**config.mk**
```make
export PLATFORM = sky130hd
export DESIGN_NAME = instr_decode_queue
export DESIGN_NICKNAME = d
export VERILOG_FILES = /design/src/rtl/instr_decode_queue.sv
export SDC_FILE = /design/constraint.sdc
export NUM_CORES = 1
export LEC_CHECK = 0
export ABC_CLOCK_PERIOD_IN_PS = 5500
export BUFFER_PORTS_ARGS = -buffer_cell sky130_fd_sc_hd__buf_2
export CAP_MARGIN = 20
export CORE_MARGIN = 5
export CORE_UTILIZATION = 57
export CTS_BUF_LIST = sky130_fd_sc_hd__clkbuf_4 sky130_fd_sc_hd__clkbuf_8
export DETAILED_ROUTE_END_ITERATION = 8
export PLACE_DENSITY_LB_ADDON = 0.05
export SETUP_SLACK_MARGIN = 0.05
export SKIP_LAST_GASP = 1
export SYNTH_ARGS = -nofsm -noshare
export SYNTH_HDL_FRONTEND = slang
export SYNTH_SLANG_ARGS = --single-unit
```
**constraint.sdc**
```tcl
create_clock -name clk -period 5.5 [get_ports clk]
set_input_delay 0.275 -clock clk [delete_from_list [all_inputs] [get_ports clk]]
set_output_delay 0.275 -clock clk [all_outputs]
set_load 0.005 [all_outputs]
```
**src/rtl/instr_decode_queue.sv**
```systemverilog
// instr_decode_queue: DEPTH-entry fetch queue whose head entry is decoded
// combinationally into RV32 fields, immediate and an illegal-opcode flag.
module instr_decode_queue #(
  parameter int DEPTH = 4
) (
  input  logic        clk,
  input  logic        rst_n,
  input  logic        flush,
  input  logic        in_valid,
  input  logic [31:0] in_instr,
  input  logic [9:0]  in_pc,
  output logic        in_ready,
  output logic        out_valid,
  input  logic        out_ready,
  output logic [9:0]  out_pc,
  output logic [6:0]  out_opcode,
  output logic [4:0]  out_rd,
  output logic [4:0]  out_rs1,
  output logic [4:0]  out_rs2,
  output logic [2:0]  out_funct3,
  output logic [6:0]  out_funct7,
  output logic [31:0] out_imm,
  output logic        out_illegal
);
  localparam int AW = $clog2(DEPTH);
  localparam logic [AW:0] L_FULL = (AW + 1)'(DEPTH);
  logic [31:0]   r_instr [DEPTH];
  logic [9:0]    r_pc [DEPTH];
  logic [AW-1:0] r_rd_ptr, r_wr_ptr;
  logic [AW:0]   r_count;
  logic          w_push, w_pop, w_legal;
  logic [31:0]   w_instr, w_imm;
  assign in_ready  = r_count < L_FULL;
  assign out_valid = r_count != '0;
  assign w_push    = in_valid && in_ready && !flush;
  assign w_pop     = out_valid && out_ready && !flush;
  // pointers are AW bits wide, so DEPTH being a power of two gives the wrap for free
  always_ff @(posedge clk or negedge rst_n) begin
    if (!rst_n) begin
      r_rd_ptr <= '0;
      r_wr_ptr <= '0;
      r_count  <= '0;
    end else if (flush) begin
      r_rd_ptr <= '0;
      r_wr_ptr <= '0;
      r_count  <= '0;
    end else begin
      if (w_push) r_wr_ptr <= r_wr_ptr + 1'b1;
      if (w_pop) r_rd_ptr <= r_rd_ptr + 1'b1;
      if (w_push != w_pop) r_count <= w_push ? r_count + 1'b1 : r_count - 1'b1;
    end
  end
  always_ff @(posedge clk) begin
    if (w_push) begin
      r_instr[r_wr_ptr] <= in_instr;
      r_pc[r_wr_ptr]    <= in_pc;
    end
  end
  assign w_instr = r_instr[r_rd_ptr];
  // an unknown opcode matches no item and lands in default, flagging it illegal
  always_comb begin
    w_legal = 1'b0;
    w_imm   = '0;
    case (w_instr[6:0])
      7'h03, 7'h13, 7'h67, 7'h73: begin
        w_legal = 1'b1;
        w_imm   = {{20{w_instr[31]}}, w_instr[31:20]};
      end
      7'h23: begin
        w_legal = 1'b1;
        w_imm   = {{20{w_instr[31]}}, w_instr[31:25], w_instr[11:7]};
      end
      7'h63: begin
        w_legal = 1'b1;
        w_imm   = {{19{w_instr[31]}}, w_instr[31], w_instr[7], w_instr[30:25], w_instr[11:8], 1'b0};
      end
      7'h37, 7'h17: begin
        w_legal = 1'b1;
        w_imm   = {w_instr[31:12], 12'h000};
      end
      7'h6F: begin
        w_legal = 1'b1;
        w_imm   = {{11{w_instr[31]}}, w_instr[31], w_instr[19:12], w_instr[20], w_instr[30:21], 1'b0};
      end
      7'h33: w_legal = 1'b1;
      default: ;
    endcase
  end
  assign out_pc      = out_valid ? r_pc[r_rd_ptr] : '0;
  assign out_opcode  = out_valid ? w_instr[6:0] : '0;
  assign out_rd      = out_valid ? w_instr[11:7] : '0;
  assign out_funct3  = out_valid ? w_instr[14:12] : '0;
  assign out_rs1     = out_valid ? w_instr[19:15] : '0;
  assign out_rs2     = out_valid ? w_instr[24:20] : '0;
  assign out_funct7  = out_valid ? w_instr[31:25] : '0;
  assign out_imm     = out_valid ? w_imm : '0;
  assign out_illegal = out_valid && !w_legal;
endmodule

```
After elaboration in Yosys (flattened, before gate mapping)
Memories as Yosys holds them, arrays and structs flattened.
Index checks and enable logic that the tools add are counted.
Operators by class
  eq/ne operators: 11
  magnitude comparators: 1
  add/subtract/negate cells: 4
  multiplexer cells: 19
  reduce and logical (&&, ||, !) cells: 14
Operators with widths (count)
  $pmux W32 S5: 1
  $mux W32: 1
  $eq A7 B7 Y1 const B: 4
  $eq A7 B6 Y1 const B: 3
  $mux W5: 3
  $eq A7 B5 Y1 const B: 2
  $mux W7: 2
  $mux W3: 4
  $mux W10: 1
  $reduce_or A10 Y1: 1
  $mux W2: 4
  $eq A7 B2 Y1 const B: 1
  $reduce_bool A2 Y1: 3
  $logic_and A1 B1 Y1: 5
  $add A2 B1 Y2 const B: 2
  $reduce_or A4 Y1: 1
  $add A3 B1 Y3 const B: 1
  $lt A3 B3 Y1 const B: 1
  $mux W1: 3
  $reduce_bool A3 Y1: 1
  $sub A3 B1 Y3 const B: 1
  $logic_not A1 Y1: 2
  $reduce_or A2 Y1: 1
  $ne A1 B1 Y1: 1
Word-level totals
  word-level logic and storage cells: 54
  register bits after elaboration: 7
  memories kept: 2
  RAM bits: 168
Memories
  r_instr: words 4, bits a word 32, rd ports 1, clocked after Yosys merged registers in 0, write ports 1, line 27  | logic [31:0] r_instr [DEPTH];
  r_pc: words 4, bits a word 10, rd ports 1, clocked after Yosys merged registers in 0, write ports 1, line 28  | logic [9:0] r_pc [DEPTH];

Logic depth before layout (Yosys ltp)
Gate-level depths: netlist of run 1.
  word-level depth: 6
  gate-level depth with buffers: 8
  gate-level depth less buffers: 6

Worst setup path before layout of run 1
OpenSTA, ideal clock, no wires.
  path kind: register to output
  from: reg r_rd_ptr[0]
  to: out out_imm[19]
  setup slack: 3.063 ns
  data required time: 5.225 ns
  path buffers: 1
  cell stages (with the launch flop): 7
  arrival time: 2.162 ns
  path through: dfrtp_1 buf_6 mux4_2 or3b_4 a211oi_4 nand2_1 a21oi_1
On the way
  longest elaborated chain between the ends: 5
  elaborated cells between the ends (all ways): 14
  classes of those cells: eq/ne: 9; mux: 2; reduce/logical: 2; memory: 1
Ends and longest elaborated chain
  from (decl): line 29  | logic [AW-1:0] r_rd_ptr, r_wr_ptr;
  from (signal assigned): line 49  | if (w_pop) r_rd_ptr <= r_rd_ptr + 1'b1;
  $mem_v2 Z4 W32 *
  $eq A7 B2 Y1, or another cell as far along: line 64  | case (w_instr[6:0])
  $reduce_or A4 Y1 or $reduce_or A2 Y1 (tied branches)
  $pmux W32 S5 *: line 64
  $mux W32 *: line 96  | assign out_imm = out_valid ? w_imm : '0;
  to (decl): line 22  | output logic [31:0] out_imm,
Every way passes the cells marked *; elsewhere a longest branch is shown, timed or not.

Final worst setup path of run 1
  from: reg r_rd_ptr[0]
  to: out out_imm[23]
Same word-level chain as after synthesis.

==> flow_metrics.tcl, run 1 <==
set metrics [dict create \
    dieArea_um2 15360 \
    min_period_ns 3.879 \
    grt_pass1_vias 4304 \
    start_util_pct 58.42 \
    clkSlewWorstSetupHoldPaths_ns 0.09 \
    wirelength_um 15070 \
    setup_viol 0 \
    status "finished clean" \
    numClockSinks 175 \
    p_leak_nw 3.184 \
    synth_top_family_by_area "multiplexers" \
    fin_crit_sh_pct 70.53 \
    skew_ns 0.01298 \
    rr_worst_depth 4 \
    syn-cell-area_um2 7402 \
    clk_latency_ns 0.45 \
    dp_hpwl_um 9787 \
    final_util_pct 68.25 \
    reg2reg_slack_ns 3.05 \
    seq_area_frac_synth_pct 70.52 \
    startpoint_type "flop" \
    drive_above_1_share_pct 38.77 \
    slew_viol_final 0 \
    synth_fa_ha_area_share_pct 0.9466 \
    synth_compound_area_share_pct 5.037 \
    ant_nets 0 \
    synthMuxAreaShare_pct 12.95 \
    diodes 0 \
    htree_levels 4 \
    cp-end-kind "primary output" \
    tightest_slew_ns 0.7794 \
    drt_first_pass_iters 4 \
    core_um2 12670 \
    netlist_instances 425 \
    grt_pass1_wl_um 23380 \
    yosys_warnings 0 \
    wl_per_cell_um 20.30 \
    mostFrequentLayoutCell "edfxtp_1" \
    route.detailed.drc 0 \
    rows 41 \
    final_cell_mix "168 x edfxtp_1, 123 x buf_2, 41 x and2_1" \
    gp_congestion 0.9037 \
    post_cts_buffers 0 \
    timing.rr.end "r_pc[2][4]$_DFFE_PP_" \
    die_x_um 124.0 \
    synth_flop_cell "edfxtp_1" \
    antenna_found_initial 0 \
    crit_arrival_ns 3.60 \
    hold_ws_ns 0.02979 \
    ys_ff_latch 175 \
    post_cts_resize_count 0 \
    async_reset_ff_share_pct 4.000 \
    cts_tree "done" \
    io_pins 124 \
    yosys.area_share.simple_pct 8.029 \
    endpoint "out_imm[23]" \
    max_freq_ghz 0.2578 \
    grt.overflow.total 0 \
    critPathMaxFanout 29 \
    criticalPathCategory "reg2out" \
    grt_usage_pct 20.85 \
    power.density_nw_per_um2 443.0 \
    rr_startpoint "r_count[2]$_DFFE_PN0P_" \
    avgSynthCellArea_um2 17.42 \
    drtIter0Drc 294 \
    cts_buffers 17 \
    synth_nets 477 \
    finalHoldViolCount 0 \
    drv_cap 0 \
    grt_max_degree 43 \
    via_count 4198 \
    cts_root_buf "clkbuf_8" \
    startpoint "r_rd_ptr[0]$_DFFE_PN0P_" \
    die_h_um 124.0 \
    synthDistinctLibCells 50 \
    fin_nets 609 \
    holdBufCountCts 1 \
    peakVddDrop_mv 0.2522 \
    hold_class "in2reg" \
    rsz0062_at_grt "false" \
    cts_buffer_depth 2 \
    max_slew_margin_pct 48.04 \
    syn2layout_area_growth_pct 16.84 \
    post_drt_via_cell_ratio 5.658 \
    fin_setup_tns_ns 0 \
    port_buffers 123 \
    synth_edf_count 168 \
    critical_path_required_ns 5.22 \
    synth-xor-area-share_pct 0.4733 \
]
==> metal layers <==
layer	vias to the layer above	track usage (%)	share of wire, %
li1	1911	-	-
met1	2141	27.08	41
met2	134	34.84	52
met3	12	5.313	6.4
met4	0	6.776	1.3
met5	-	0	0
==> flip-flops by register name (all words and copies together) (netlist names) <==
register	count
r_instr	128
r_pc	40
r_count	3
r_rd_ptr	2
r_wr_ptr	2
==> kinds of logic after synthesis <==
logic type | Yosys count
DFF | 175
xor gates and xnor gates | 4
AOI/OAI and AO/OA | 52
muxes | 47
buffers and inverters | 35
adders and majority gates | 5
and+or+nand+nor | 107
==> critical path, cell delays in order (launching register included) <==
cell	delay, ns
dfrtp_4	0.81
mux4_1	0.83
a21oi_1	0.28
o21ai_2	0.12
a2111oi_4	0.73
o21bai_1	0.22
buf_2	0.15
==> final cells by class <==
| cell class | count | area, um2 |
|---|---|---|
| Clock inverter | 14 | 165.2 |
| Inverter | 16 | 60.06 |
| Multi-Input combinational cell | 215 | 2036 |
| Timing Repair Buffer | 132 | 705.7 |
| Clock buffer | 18 | 241.5 |
| Sequential cell | 175 | 5225 |
| Fill cell | 905 | 4023 |
| Tap cell | 172 | 215.2 |
==> Yosys cell counts, types with 7 or more instances <==
cell type	count	area, um2
edfxtp_1	168	5045
buf_2	7	35.03
a21oi_1	15	75.07
a21o_1	9	67.56
clkbuf_1	9	33.78
mux4_2	36	810.8
nor2_1	18	67.56
o21ai_0	7	35.03
inv_1	15	56.30
and2_1	45	281.5
dfrtp_1	7	175.2
nand2_1	20	75.07
==> worst min-delay path by stage <==
stage / startpoint / to / depth (start not counted)
detailed placement: rst_n / r_wr_ptr[0]$_DFFE_PN0P_ / 1
finish: in_instr[2] / r_instr[3][2]$_DFFE_PP_ / 1
floorplan: rst_n / r_count[0]$_DFFE_PN0P_ / 0
global route: in_instr[2] / r_instr[3][2]$_DFFE_PP_ / 1
global placement: rst_n / r_count[2]$_DFFE_PN0P_ / 1
CTS: in_instr[2] / r_instr[2][2]$_DFFE_PP_ / 1
==> through the flow <==
step	total power [mW]	instances	worst slack (ns)	instance area, um2
2_1_floorplan	2.474	425	3.063	7402
3_3_place_gp	2.905	708	2.191	8204
6_report	3.831	742	1.621	8648
4_1_cts	3.868	742	1.592	8648
5_1_grt	4.056	742	1.356	8648
3_5_place_dp	2.976	709	2.097	8232
==> report_power, final <==
| group | total (mW) | internal [mW] | leakage (nW) | switching (mW) |
|---|---|---|---|---|
| Combinational | 1.27 | 0.596 | 1.36 | 0.676 |
| Clock | 0.906 | 0.455 | 0.208 | 0.451 |
| Sequential | 1.65 | 1.57 | 1.61 | 0.0874 |
No activity file was read; power rests on OpenSTA's default activity.
==> inputs of run 2 (changes only) <==
--- a/config.mk
+++ b/config.mk
@@ -5,7 +5,7 @@
 export SDC_FILE = /design/constraint.sdc
 export NUM_CORES = 1
 export LEC_CHECK = 0
-export ABC_CLOCK_PERIOD_IN_PS = 5500
+export ABC_CLOCK_PERIOD_IN_PS = 4000
 export BUFFER_PORTS_ARGS = -buffer_cell sky130_fd_sc_hd__buf_2
 export CAP_MARGIN = 20
 export CORE_MARGIN = 5
==> constraint.sdc (replaced) <==
create_clock -name clk -period 4 [get_ports clk]
set_input_delay 0.2 -clock clk [delete_from_list [all_inputs] [get_ports clk]]
set_output_delay 0.2 -clock clk [all_outputs]
set_load 0.005 [all_outputs]
==> flow_metrics.tcl, run 2 (synthesis gave the netlist of run 1 again) <==
set metrics [dict create \
    final_cell_mix "168 x edfxtp_1, 123 x buf_2, 44 x dlygate4sd3_1" \
    grt_usage_pct 22.22 \
    rows 41 \
    slew_viol_final 0 \
    fin_nets 656 \
    met1_length_um 6254 \
    port_buffers 123 \
    grt_pass1_vias 4611 \
    drt_first_pass_iters 5 \
    max_freq_ghz 0.2878 \
    dp_cells 713 \
    syn2layout_area_growth_pct 22.72 \
    max_slew_margin_pct 45.21 \
    cts_buffers 17 \
    post_drt_via_cell_ratio 5.523 \
    mostFrequentLayoutCell "edfxtp_1" \
    crit_arrival_ns 3.27 \
    top_register "r_instr" \
    die_x_um 124.0 \
    grt_pass1_wl_um 24640 \
    p_clk_share_pct 23.4 \
    finalHoldViolCount 0 \
    cts_buffer_depth 2 \
    timing.rr.end "r_instr[0][12]$_DFFE_PP_" \
    cp-end-kind "primary output" \
    rr_worst_depth 4 \
    top_layer "met4" \
    reg2reg_slack_ns 1.50 \
    fin_crit_sh_pct 86.87 \
    wirelength_um 15780 \
    clkSlewWorstSetupHoldPaths_ns 0.08 \
    met2WireLength_um 8262 \
    setup_viol 0 \
    wl_per_cell_um 20.03 \
    fin_setup_tns_ns 0 \
    p_leak_nw 3.374 \
    criticalPathCategory "reg2out" \
    io_pins 124 \
    route.detailed.drc 0 \
    wl_met3_um 992 \
    pre_cts_ws_ns 1.018 \
    tightest_slew_ns 0.8209 \
    power_mw 5.255 \
    core_um2 12670 \
    startpoint_type "flop" \
    p_sw_mw 1.665 \
    setup_ws_ns 0.5252 \
    internal_power_mw 3.590 \
    skew_ns 0.008057 \
    power.density_nw_per_um2 578.6 \
    drv_cap 0 \
    critPathMaxFanout 13 \
    antenna_found_initial 0 \
    dp_hpwl_um 10400 \
    min_period_ns 3.475 \
    die_h_um 124.0 \
    gp_congestion 0.8674 \
    fin_cells 788 \
    cts_root_buf "clkbuf_8" \
    p_seq_share_pct 42.6 \
    drive_above_1_share_pct 36.36 \
    largest_registers "r_instr: 128 flops, r_pc: 40 flops, r_count: 3 flops" \
    diodes 0 \
    rsz0062_at_grt "false" \
    drtIter0Drc 346 \
    grt.overflow.total 0 \
    pwr-share-comb_pct 34.1 \
    htree_levels 4 \
    post_cts_resize_count 0 \
    p_sw_share_pct 31.69 \
    via_count 4352 \
    rr_startpoint "r_count[2]$_DFFE_PN0P_" \
    largest_reg_flops 128 \
    cts_tree "done" \
    final_util_pct 71.69 \
    peakVddDrop_mv 0.3344 \
    start_util_pct 58.42 \
    dieArea_um2 15360 \
    status "finished clean" \
    numClockSinks 175 \
    clk_latency_ns 0.45 \
    critical_path_required_ns 3.80 \
    ant_nets 0 \
    hold_class "in2async" \
    grt_max_degree 37 \
]
## run 2: changes by cell type in the layout (fill, tap and decap cells not counted), sizes merged
cell / delta
clkinv: +1
buf: +4
inv: -1
clkbuf: -1
dlygate4sd3: +43
## run 2: power groups by stage
stage,logic (mW),registers [mW],clock network [mW]
after floorplan,1.17,2.23,0
after global placement,1.74,2.27,0
after detailed placement,1.77,2.28,0
after CTS,1.81,2.24,1.25
after global routing,1.97,2.26,1.34
final,1.79,2.24,1.23
## run 2: layout make-up
type                            count  area (um2)
Fill cell                         832        3587
Clock inverter                     14       167.7
Tap cell                          172       215.2
Clock buffer                       17       234.0
Timing Repair Buffer              179        1146
Inverter                           16       60.06
Sequential cell                   175        5225
Multi-Input combinational cell    215        2036
## run 2: routing by layer
metal | global-route usage, % | up-vias
li1 | - | 2000
met1 | 27.83 | 2173
met2 | 38.15 | 157
met3 | 5.268 | 22
met4 | 7.940 | 0
met5 | 0 | -
## run 2: what timing repair did
item	in CTS	in global routing
setup buffers	0	0
hold endpoints to repair	179	0
hold buffers	44	0
## run 2: worst max path at each step
stage | cells after the start | startpoint | slack (ns) | end
after detailed placement | 6 | r_rd_ptr[0]$_DFFE_PN0P_ | 1.02 | out_imm[24]
after CTS | 6 | r_rd_ptr[0]$_DFFE_PN0P_ | 0.51 | out_imm[24]
final | 6 | r_rd_ptr[0]$_DFFE_PN0P_ | 0.53 | out_imm[24]
after global routing | 6 | r_rd_ptr[0]$_DFFE_PN0P_ | 0.30 | out_imm[24]
after global placement | 6 | r_rd_ptr[0]$_DFFE_PN0P_ | 1.06 | out_imm[24]
after floorplan | 3 | r_count[2]$_DFFE_PN0P_ | 1.57 | r_instr[0][0]$_DFFE_PP_
## run 2: worst max-delay path: stages (launching register included)
cell and delay (ns):
dfrtp_4 0.58, mux4_1 0.79, a21oi_1 0.28, o21ai_2 0.11
a2111oi_4 0.71, o21bai_1 0.21, buf_2 0.13
## run 2: per-stage QoR
step	hold WS (ns)	cell area [um2]
after floorplan	-0.09559	7402
after global placement	0.04999	8242
after detailed placement	0.05751	8242
after CTS	0.08528	9084
after global routing	0.1178	9084
final	0.1147	9084
